<file path="config.mk">
export PLATFORM = sky130hd
export DESIGN_NAME = encoder_event_queue
export DESIGN_NICKNAME = d
export VERILOG_FILES = /design/src/rtl/encoder_event_queue.sv
export SDC_FILE = /design/constraint.sdc
export NUM_CORES = 1
export LEC_CHECK = 0
export CAP_MARGIN = 0
export CORE_MARGIN = 8
export CORE_UTILIZATION = 59
export DETAILED_ROUTE_END_ITERATION = 12
export PLACE_DENSITY_LB_ADDON = 0.2
export SYNTH_ARGS = -nofsm -noshare
export SYNTH_HDL_FRONTEND = slang
export SYNTH_SLANG_ARGS = --single-unit
</file>
<file path="constraint.sdc">
create_clock -name clk -period 6.5 [get_ports clk]
set_input_delay 1.95 -clock clk [delete_from_list [all_inputs] [get_ports clk]]
set_output_delay 1.95 -clock clk [all_outputs]
set_load 0.03 [all_outputs]
</file>
<file path="src/rtl/encoder_event_queue.sv">
// encoder_event_queue
//   Watches the encoder's 16-bit value and queues every change as an event in
//   a small circular FIFO. Firmware reads the queue through a 4-word register
//   window, and a level interrupt is raised while events are pending or lost.
//
// Ports
//   clk    : system clock
//   rst_n  : asynchronous active-low reset
//   value  : current encoder value
//   addr   : register select (0 = queue, 1 = status, 2 = irq enable, 3 = live value)
//   rd     : read strobe, one cycle per access
//   we     : byte write enables (we[1] -> din[15:8], we[0] -> din[7:0])
//   din    : write data
//   q      : registered read data, updated the cycle after rd
//   irq    : registered level interrupt request
module encoder_event_queue #(
    parameter int unsigned DEPTH_LOG2 = 3
) (
    input  logic        clk,
    input  logic        rst_n,
    input  logic [15:0] value,
    input  logic [1:0]  addr,
    input  logic        rd,
    input  logic [1:0]  we,
    input  logic [15:0] din,
    output logic [15:0] q,
    output logic        irq
);

    localparam int unsigned DEPTH = 1 << DEPTH_LOG2;

    typedef logic [DEPTH_LOG2-1:0] ptr_t;
    typedef logic [DEPTH_LOG2:0]   cnt_t;

    localparam ptr_t PTR_ONE = ptr_t'(1);
    localparam cnt_t CNT_ONE = cnt_t'(1);
    localparam cnt_t CNT_MAX = cnt_t'(DEPTH);

    logic [15:0] mem_q [DEPTH];
    ptr_t        rd_ptr_q, rd_ptr_d;
    ptr_t        wr_ptr_q, wr_ptr_d;
    cnt_t        count_q, count_d;
    logic [15:0] prev_q;
    logic        overflow_q, overflow_d;
    logic        irq_en_q, irq_en_d;
    logic [15:0] q_q, q_d;
    logic        irq_q, irq_d;

    logic        push, pop, flush, full;
    logic        mem_we;
    ptr_t        mem_waddr;

    // Only din[15] and din[0] are architecturally meaningful.
    logic        unused_din;
    assign unused_din = ^din[14:1];

    always_comb begin
        rd_ptr_d   = rd_ptr_q;
        wr_ptr_d   = wr_ptr_q;
        count_d    = count_q;
        overflow_d = overflow_q;
        irq_en_d   = irq_en_q;
        q_d        = q_q;
        mem_we     = 1'b0;
        mem_waddr  = wr_ptr_q;

        push  = (value != prev_q);
        flush = (addr == 2'd0) && (we != 2'b00);
        pop   = rd && (addr == 2'd0) && (count_q != '0);
        full  = (count_q == CNT_MAX);

        // Clear first so that an overwrite in the same cycle keeps overflow set.
        if (addr == 2'd1 && we[1] && din[15]) begin
            overflow_d = 1'b0;
        end
        if (addr == 2'd2 && we[0]) begin
            irq_en_d = din[0];
        end

        if (flush) begin
            // Flush discards everything, including an event arriving this cycle.
            rd_ptr_d = wr_ptr_q;
            count_d  = '0;
        end else begin
            if (pop) begin
                rd_ptr_d = rd_ptr_q + PTR_ONE;
            end
            if (push) begin
                mem_we = 1'b1;
                if (!full || pop) begin
                    // When full with a pop, the slot just vacated is wr_ptr.
                    wr_ptr_d = wr_ptr_q + PTR_ONE;
                end else begin
                    mem_waddr  = wr_ptr_q - PTR_ONE;
                    overflow_d = 1'b1;
                end
            end
            if (push && !pop && !full) begin
                count_d = count_q + CNT_ONE;
            end else if (pop && !push) begin
                count_d = count_q - CNT_ONE;
            end
        end

        // Reads observe pre-write state.
        if (rd) begin
            unique case (addr)
                2'd0: q_d = (count_q != '0) ? mem_q[rd_ptr_q] : '0;
                2'd1: begin
                    q_d                = '0;
                    q_d[15]            = overflow_q;
                    q_d[DEPTH_LOG2:0]  = count_q;
                end
                2'd2: q_d = {15'b0, irq_en_q};
                default: q_d = value;
            endcase
        end

        irq_d = irq_en_q && ((count_q != '0) || overflow_q);
    end

    always_ff @(posedge clk or negedge rst_n) begin
        if (!rst_n) begin
            rd_ptr_q   <= '0;
            wr_ptr_q   <= '0;
            count_q    <= '0;
            prev_q     <= '0;
            overflow_q <= 1'b0;
            irq_en_q   <= 1'b0;
            q_q        <= '0;
            irq_q      <= 1'b0;
        end else begin
            rd_ptr_q   <= rd_ptr_d;
            wr_ptr_q   <= wr_ptr_d;
            count_q    <= count_d;
            prev_q     <= value;
            overflow_q <= overflow_d;
            irq_en_q   <= irq_en_d;
            q_q        <= q_d;
            irq_q      <= irq_d;
        end
    end

    // Storage carries no reset; entries are only read once written.
    always_ff @(posedge clk) begin
        if (mem_we) begin
            mem_q[mem_waddr] <= value;
        end
    end

    assign q   = q_q;
    assign irq = irq_q;

endmodule
</file>
==> results.yml <==
run_status:
  status: "completed"
sta:
  fin_crit_ns: 4.57
  finClkSkew_ns: 0.00954
  final_max_slew_viol_count: 0
  fmax_mhz: 219
  tightestPinTransition_ns: 1.28
  relSlewSlack_pct: 14.5
  rsz0062_at_grt: "no"
  hold_viol_final: 0
  timing.final.crit_share_pct: 70.4
  tns_ns: 0
  setup_viol: 0
route:
  drt-pass1-iter-count: 4
  wirelength_um: 14500
  vias: 3949
  wire_per_inst_um: 22.5
  viasPerCell: 6.11
  drt_drc_violations_left: 0
  drtIter0Drc: 262
  antenna_left: 0
synthesis:
  synthDistinctLibCells: 53
  synth_top_area_cell: "edfxtp_1"
  synth_fp_nets: 485
  syn_inst: 440
  yosys_warnings: 0
  ys.flop_type: "edfxtp_1"
  ys_ff_latch: 173
  yosysSeqAreaShare_pct: 69.0
  yosys-top-cells-area: "edfxtp_1, dfrtp_1, mux4_2, mux2i_1, xor2_1"
  async_reset_ff_share_pct: 26.0
  synth-edff-count: 128
  avgSynthCellArea_um2: 16.4
  netlist.area_leader.share_pct: 53.3
  synth_area_um2: 7210
die:
  dieArea_um2: 16000
  start_util_pct: 60.2
  die_w_um: 127
  row_count: 40
  die_h_um: 127
  core-area_um2: 12000
  ios: 56
critical_path:
  worst_ep_required_time_ns: 6.80
  worst_setup_path_end_kind: "flip-flop"
  start_kind: "input pin"
  crit_fanout: 34
  arrival_ns: 4.88
  path_class: "in -> reg"
placement:
  dpl.hpwl_um: 8500
  port_buffers: 41
  place.gp.congestion: 0.729
cts:
  clock_path_buffers: 2
  root_buffer: "clkbuf_16"
  cts_made_buffers: 17
  cts_hold_repair.buffers: 0
  clkSlewWorstSetupHoldPaths_ns: 0.06
  clkSinkCount: 173
  clkLatencyLatePin_ns: 0.42
  cts_setup_buffers: 0
  cts_tree: "yes"
  cts_max_level: 4
  cts_resized: 0
power:
  power_leakage_nw: 2.98
  irDropWorstVdd_mv: 0.373
  cellPowerDensity_nw_per_um2: 446
global_route:
  grt_overflow: 0
  grt_usage_pct: 19.5
  grt_first_pass_wirelength_um: 23200
  grt_pass1_vias: 4326
  grt_max_degree: 46
  antenna_found_initial: 0
cells_and_area:
  postLayoutCoreUtil_pct: 69.5
  area_growth_pct: 15.4
  drive_gt1_share_pct: 18.2
  nets: 531
  most-common-layout-cells: "edfxtp_1, dfrtp_1, clkdlybuf4s50_1, nor2_1, mux4_2"
  mostFrequentLayoutCell: "edfxtp_1"
  n_antenna_cell: 0
run:
  maxCapViolCount: 0
hold_path:
  hp-class: "reg -> reg"
through the flow:
stage / total power [mW] / instances / hold slack (ns) / cell area, µm² / worst slack (ns)
final: 3.71 / 646 / 0.510 / 8310 / 1.93
after global routing: 3.88 / 646 / 0.535 / 8310 / 1.76
after CTS: 3.74 / 646 / 0.516 / 8310 / 1.94
after detailed placement: 2.76 / 614 / 0.507 / 7740 / 1.51
after global placement: 2.71 / 614 / 0.500 / 7740 / 1.55
after floorplan: 2.43 / 440 / 0.470 / 7210 / 2.28
power breakdown:
group	switching, mW	internal, mW	total, mW
clock	0.432	0.547	0.979
sequential	0.187	1.49	1.67
combinational	0.563	0.494	1.06
layout make-up:
class,count,area [µm²]
multi-input cells,231,2050
fillers,799,3650
flip-flops and latches,173,4970
clock inverters,13,130
repair buffers,53,495
inverters,10,37.5
clock buffers,19,443
well taps,147,184
flip-flops by register name, summed over array words and instances, names as in the netlist:
| name | cells |
|---|---|
| prev_q | 16 |
| count_q | 4 |
| rd_ptr_q | 3 |
| irq_en_q | 1 |
| overflow_q | 1 |
| q | 16 |
| mem_q | 128 |
| wr_ptr_q | 3 |
| irq | 1 |
final timing paths:
path                       startpoint     endpoint  depth (start not counted)  slack, ns
setup reg to reg           count_q[1]  mem_q[4][5]                          6       3.85
max in group asynchronous       rst_n  rd_ptr_q[0]                          1       4.03
setup / recovery                   rd   count_q[2]                         10       1.93
hold reg to reg                  q[3]         q[3]                          2       0.51
hold / removal                   q[3]         q[3]                          2       0.51
min in group asynchronous       rst_n    prev_q[3]                          1       1.74
Yosys cell counts (all sizes together) (2+ instances only):
master / n
a211oi: 2
a21o: 2
a21oi: 29
a31oi: 2
and2: 2
buf: 16
clkbuf: 10
dfrtp: 45
edfxtp: 128
ha: 5
inv: 10
mux2: 3
mux2i: 19
mux4: 32
nand2: 11
nand3: 5
nand4: 2
nor2: 35
nor3: 14
nor4: 6
o211ai: 4
o21ai: 19
o21bai: 3
xnor2: 5
xor2: 18
cells by family after synthesis:
logic type	share of synthesized area [%]
DFF	69.0
and+or+nand+nor	5.64
adders and majority gates	1.15
xor gates and xnor gates	2.80
AOI/OAI and AO/OA	5.73
buffers and inverters	2.55
muxes	13.2
metal layers:
metal  global-route usage (%)  routed length (µm)
met1                     22.7                5770
met2                     32.9                7550
met3                     5.49                 982
met4                     9.48                 196
met5                        0                   0
worst max-delay path, cell delays in order:
cell and delay, ns:
clkdlybuf4s50_1 0.46, buf_4 0.34, or3b_1 0.52, mux2i_2 0.31, nand2b_1 0.20, inv_1 0.06
fa_1 0.37, xor2_1 0.26, nor3_1 0.08, a211o_1 0.31
Note: power is estimated with default switching activity, not from simulation.
